`src/rtl/ip_mac_scheduler.sv`:
```
// Streaming inner-product scheduler: multiplies feature beats by ROM coefficients and accumulates one result per frame.
// Optional build macro IP_SATURATE_EN selects a saturating signed accumulator instead of a modulo-2^W one.
module ip_mac_scheduler #(
  parameter int N_FEAT = 41,
  parameter int W      = 32
) (
  input  logic         clk,
  input  logic         rst,
  input  logic         x_valid,
  output logic         x_ready,
  input  logic [W-1:0] x_data,
  input  logic         x_last,
  output logic [5:0]   theta_addr,
  input  logic [W-1:0] theta_data,
  output logic         h_valid,
  input  logic         h_ready,
  output logic [W-1:0] h_data,
  output logic         frame_err,
  output logic         busy
);

  typedef enum logic [1:0] {IDLE, RUN, DRAIN, OUT} state_t;

  localparam logic [5:0] LAST_IDX = 6'(N_FEAT - 1);

  state_t       state_r;
  logic [5:0]   cnt_r;
  logic [5:0]   idx_q_r;
  logic [W-1:0] x_q_r;
  logic [W-1:0] acc_r;
  logic         pend_r;
  logic         frame_err_r;

  logic         accept_s;
  logic         last_s;
  logic [W-1:0] prod_s;
  logic [W-1:0] term_s;
  logic [W-1:0] sum_s;

  // Signed add that clamps to the most positive/negative W-bit value on overflow.
  function automatic logic [W-1:0] sat_add(input logic [W-1:0] a, input logic [W-1:0] b);
    logic [W-1:0] s;
    s = a + b;
    if ((a[W-1] == b[W-1]) && (s[W-1] != a[W-1])) begin
      sat_add = a[W-1] ? {1'b1, {(W-1){1'b0}}} : {1'b0, {(W-1){1'b1}}};
    end else begin
      sat_add = s;
    end
  endfunction

  assign accept_s   = x_valid && x_ready;
  assign last_s     = (cnt_r == LAST_IDX);
  assign x_ready    = (state_r == IDLE) || (state_r == RUN);
  assign theta_addr = x_ready ? cnt_r : 6'd0;
  assign h_valid    = (state_r == OUT);
  assign h_data     = acc_r;
  assign busy       = (state_r != IDLE);
  assign frame_err  = frame_err_r;
  assign prod_s     = x_q_r * theta_data;

  // Term selection: slot 0 is the bias, slot 1 is unused, the rest are products.
  always_comb begin
    term_s = '0;
    if (idx_q_r == 6'd0) begin
      term_s = theta_data;
    end else if (idx_q_r == 6'd1) begin
      term_s = '0;
    end else begin
      term_s = prod_s;
    end
  end

  // Accumulator adder, wrapping or saturating depending on the build.
  always_comb begin
    sum_s = '0;
`ifdef IP_SATURATE_EN
    sum_s = sat_add(acc_r, term_s);
`else
    sum_s = acc_r + term_s;
`endif
  end

  // Frame FSM, beat capture pipeline, accumulator and sticky protocol error.
  always_ff @(posedge clk) begin
    if (rst) begin
      state_r     <= IDLE;
      cnt_r       <= 6'd0;
      idx_q_r     <= 6'd0;
      x_q_r       <= '0;
      acc_r       <= '0;
      pend_r      <= 1'b0;
      frame_err_r <= 1'b0;
    end else begin
      pend_r <= accept_s;
      if (accept_s) begin
        x_q_r   <= x_data;
        idx_q_r <= cnt_r;
        cnt_r   <= cnt_r + 6'd1;
        if (x_last != last_s) begin
          frame_err_r <= 1'b1;
        end
      end
      if (pend_r) begin
        acc_r <= sum_s;
      end
      case (state_r)
        IDLE: begin
          if (accept_s) begin
            state_r <= last_s ? DRAIN : RUN;
          end
        end
        RUN: begin
          if (accept_s && last_s) begin
            state_r <= DRAIN;
          end
        end
        DRAIN: begin
          state_r <= OUT;
        end
        OUT: begin
          if (h_ready) begin
            state_r <= IDLE;
            cnt_r   <= 6'd0;
            acc_r   <= '0;
          end
        end
        default: begin
          state_r <= IDLE;
        end
      endcase
    end
  end

endmodule

```
`config.mk`:
```
export PLATFORM = sky130hd
export DESIGN_NAME = ip_mac_scheduler
export DESIGN_NICKNAME = d
export VERILOG_FILES = /design/src/rtl/ip_mac_scheduler.sv
export SDC_FILE = /design/constraint.sdc
export NUM_CORES = 1
export LEC_CHECK = 0
export CAP_MARGIN = 5
export CELL_PAD_IN_SITES_DETAIL_PLACEMENT = 1
export CELL_PAD_IN_SITES_GLOBAL_PLACEMENT = 1
export CORE_ASPECT_RATIO = 2
export CORE_MARGIN = 4
export CORE_UTILIZATION = 44
export DETAILED_ROUTE_END_ITERATION = 10
export PLACE_DENSITY_LB_ADDON = 0.1
export SYNTH_ARGS = -nofsm -noshare
export SYNTH_HDL_FRONTEND = slang
export SYNTH_SLANG_ARGS = --single-unit
export TNS_END_PERCENT = 20
```
`constraint.sdc`:
```
create_clock -name clk -period 9.5 [get_ports clk]
set_input_delay 1.9 -clock clk [delete_from_list [all_inputs] [get_ports clk]]
set_output_delay 1.9 -clock clk [all_outputs]
set_load 0.005 [all_outputs]
```
==> results of run 1 <==
kinds of logic after synthesis:
group / count (synthesis) / synth area share, %
AND/OR/NAND/NOR: 812 / 19.6
XOR/XNOR: 115 / 4.97
flip-flops: 80 / 7.79
adder cells (fa/ha/maj): 571 / 49.7
AO/OA/AOI/OAI: 235 / 7.14
multiplexers: 23 / 1.12
buffers and inverters: 533 / 9.73
how the worst max path moves through the flow:
stage                   from    endpoint  slack, ns  cells after the start
2_1_floorplan  theta_data[5]  h_data[31]      -0.19                     37
3_3_place_gp   theta_data[2]  h_data[31]      -1.33                     37
3_5_place_dp   theta_data[2]  h_data[31]      -1.44                     37
4_1_cts        theta_data[4]  h_data[31]      -0.47                     37
5_1_grt        theta_data[4]  h_data[31]      -0.90                     39
6_report       theta_data[4]  h_data[31]      -0.57                     39
layer usage:
layer / GRT usage [%] / up-vias / part of all wire [%]
li1: - / 7744 / -
met1: 32.6 / 9076 / 34
met2: 59.8 / 528 / 54
met3: 4.11 / 248 / 3.9
met4: 21.3 / 4 / 8.3
met5: 0 / - / 0.043
cells in the final DEF (no fill, tap or decap), drive strengths merged, types with 13 or more instances in the layout:
master / synthesis / routed
a211oi: 13 / 13
a21o: 36 / 36
a21oi: 86 / 86
and2: 281 / 281
buf: 5 / 297
clkdlybuf4s50: 0 / 97
dfxtp: 80 / 80
fa: 409 / 409
ha: 162 / 162
inv: 409 / 412
mux2i: 23 / 23
nand2: 364 / 364
nand2b: 14 / 14
nand3: 15 / 15
nand3b: 30 / 30
nor2: 66 / 66
nor2b: 13 / 13
o21ai: 55 / 55
xnor2: 73 / 73
xor2: 41 / 41
state kept, by name (all words and copies together) (netlist names):
register	flops
pend_r	1
frame_err	1
h_data	32
idx_q_r	6
x_q_r	32
state_r	2
cnt_r	6
layout make-up:
class	count	share of cell area, %
clock inverter	7	0.530
antenna	2	0.0196
clock buffer	9	0.884
inverter	409	6.03
multi-input combinational	1756	69.0
timing repair buffer	401	14.1
sequential	80	6.29
tap	621	3.05
worst min-delay path: stages, from the launching register on:
cell and delay (ns):
dfxtp_1 0.31, nand2_1 0.05, a21oi_1 0.05
stage by stage:
step                cells  setup TNS [ns]
floorplan            2369          -0.520
global placement     3223          -17.89
detailed placement   3223          -19.66
CTS                  3280           -3.19
global route         3283           -6.34
finish               3285           -2.98
timing repair:
item,CTS,global route
cloned,5,0
gates resized for setup,170,35
buffers inserted,36,4
pin swaps,97,28
setup endpoints to repair,18,15
==> flow_summary_export.csv, run 1 <==
group,metric,value,unit
outcome,status,"finished with violations",
outcome,violations,"negative setup slack",
clock_tree,cts.clk_slew.worst_paths,0.07,ns
grt,grtUsageTotal,31.9,%
worst_hold_path,hp-start,"idx_q_r[2]",
placed_design,gp_congestion,0.951,
final_layout,utilization,55.4,%
synth,synth-seq-cells,80,
clock_tree,clock_path_buffers,2,
worst_setup_path,r2r-end,"h_data[31]",
worst_setup_path,reg2regPathDepth,36,
floorplanning,die-area,50500,um2
grt,grt.overflow.total,0,
clock_tree,numCtsBuffers,9,
timing,rsz0062_at_grt,"true",
floorplanning,die_h,314,um
synth,synthTopCellsByCount,"fa_1, inv_1, nand2_1, and2_1, ha_1",
worst_setup_path,crit_arrival,10.32,ns
placed_design,port_buffers,110,
floorplanning,core-area,46000,um2
timing,hold_viol_final,0,
worst_setup_path,path_common_cell,"fa_1",
synth,yosysWarningCount,0,
worst_setup_path,endpoint_kind,"flip-flop",
drt,drt_iter0_drc,676,
final_layout,multiInputGateArea,17600,um2
worst_hold_path,hold-path-endpoint,"idx_q_r[2]",
grt,grt_pass1_vias,21100,
clock_tree,clkLatencyLatePin,0.38,ns
clock_tree,root_buffer,"clkbuf_16",
grt,antenna_found_initial,2,
timing,hold_slack,0.462,ns
final_layout,nFillCells,5341,
floorplanning,die_x,161,um
timing,period_needed,10.07,ns
floorplanning,pin_count,111,
drt,routedWlPerCell,23.9,um
placed_design,hpwlAfterDp,63.9,mm
floorplanning,start_util,44.7,%
synth,synth_area_per_cell,8.68,um2
synth,synth_cell_type_count,54,
synth,synth_enable_flop_cells,0,
timing,setup-violations-final,11,
clock_tree,cts_num_sinks,80,
worst_setup_path,r2r-start,"x_q_r[6]",
worst_setup_path,crit_buf_inv,12,
final_layout,nets,3297,
job,cap_violations,0,
floorplanning,rows,111,
clock_tree,ctsHtreeMaxLevel,3,
worst_setup_path,r2r_slack,0.41,ns
synth,syn_inst,2369,
worst_setup_path,crit_slowest_cell,"fa_1",
drt,wirelength,78.7,mm
worst_hold_path,hp-class,"flip-flop to flip-flop",
final_layout,final_cell_area,25500,um2
synth,syn_nets,3009,
synth,synth_area_leader_cell,"fa_1",
placed_design,place_ws,-1.44,ns
drt,dr.pass1.iters,5,
worst_setup_path,max_stage_delay,0.56,ns
worst_setup_path,path_class,"primary input to flip-flop",
placed_design,postPlaceCellArea,24100,um2
clock_tree,ctsHoldBuffers,0,
drt,routed_via_density,5.36,
drt,postRouteAntennaNets,0,
timing,clock_skew,0.0126,ns
synth,syn_area,20600,um2
synth,synth_top_area_share,39.8,%
synth,synth.area.top_cells,"fa_1, ha_1, and2_1",
final_layout,seq_area,1600,um2
final_layout,drive_gt1_share,16.9,%
timing,period_share,106,%
worst_setup_path,critPathMaxFanout,6,
timing,relSlewSlack,29.4,%
worst_setup_path,critical_path.top_delay_family,"adder cells",
drt,drc,0,
worst_hold_path,hold_depth,2,
synth,synthArstFlopShare,0,%
synth,ys_seq_area_share,7.79,%
worst_setup_path,required,9.75,ns
timing,fmax,99.3,MHz
final_layout,area_growth,24.0,%
timing,maxSlewViolCount,0,
timing,worst_slack,-0.568,ns
grt,grt_max_degree,57,
clock_tree,cts_tree,"yes",
synth,yosys_most_used_dff,"dfxtp_1",
timing,tightest_slew,1.06,ns
drt,via_count,17600,
grt,grt_pass1_wl,121,mm
worst_setup_path,cp-start-kind,"primary input",
Power of run 1 is not shown: default switching activity piles up to over one toggle a cycle in this logic, so the estimate is an artifact.
==> run 2: changes to the inputs <==
SLEW_MARGIN = 5   (was default)
==> results of run 2 <==
Final layout, timing and power as in run 1 (identical DEF).
Power of run 2 is left out for the same reason.
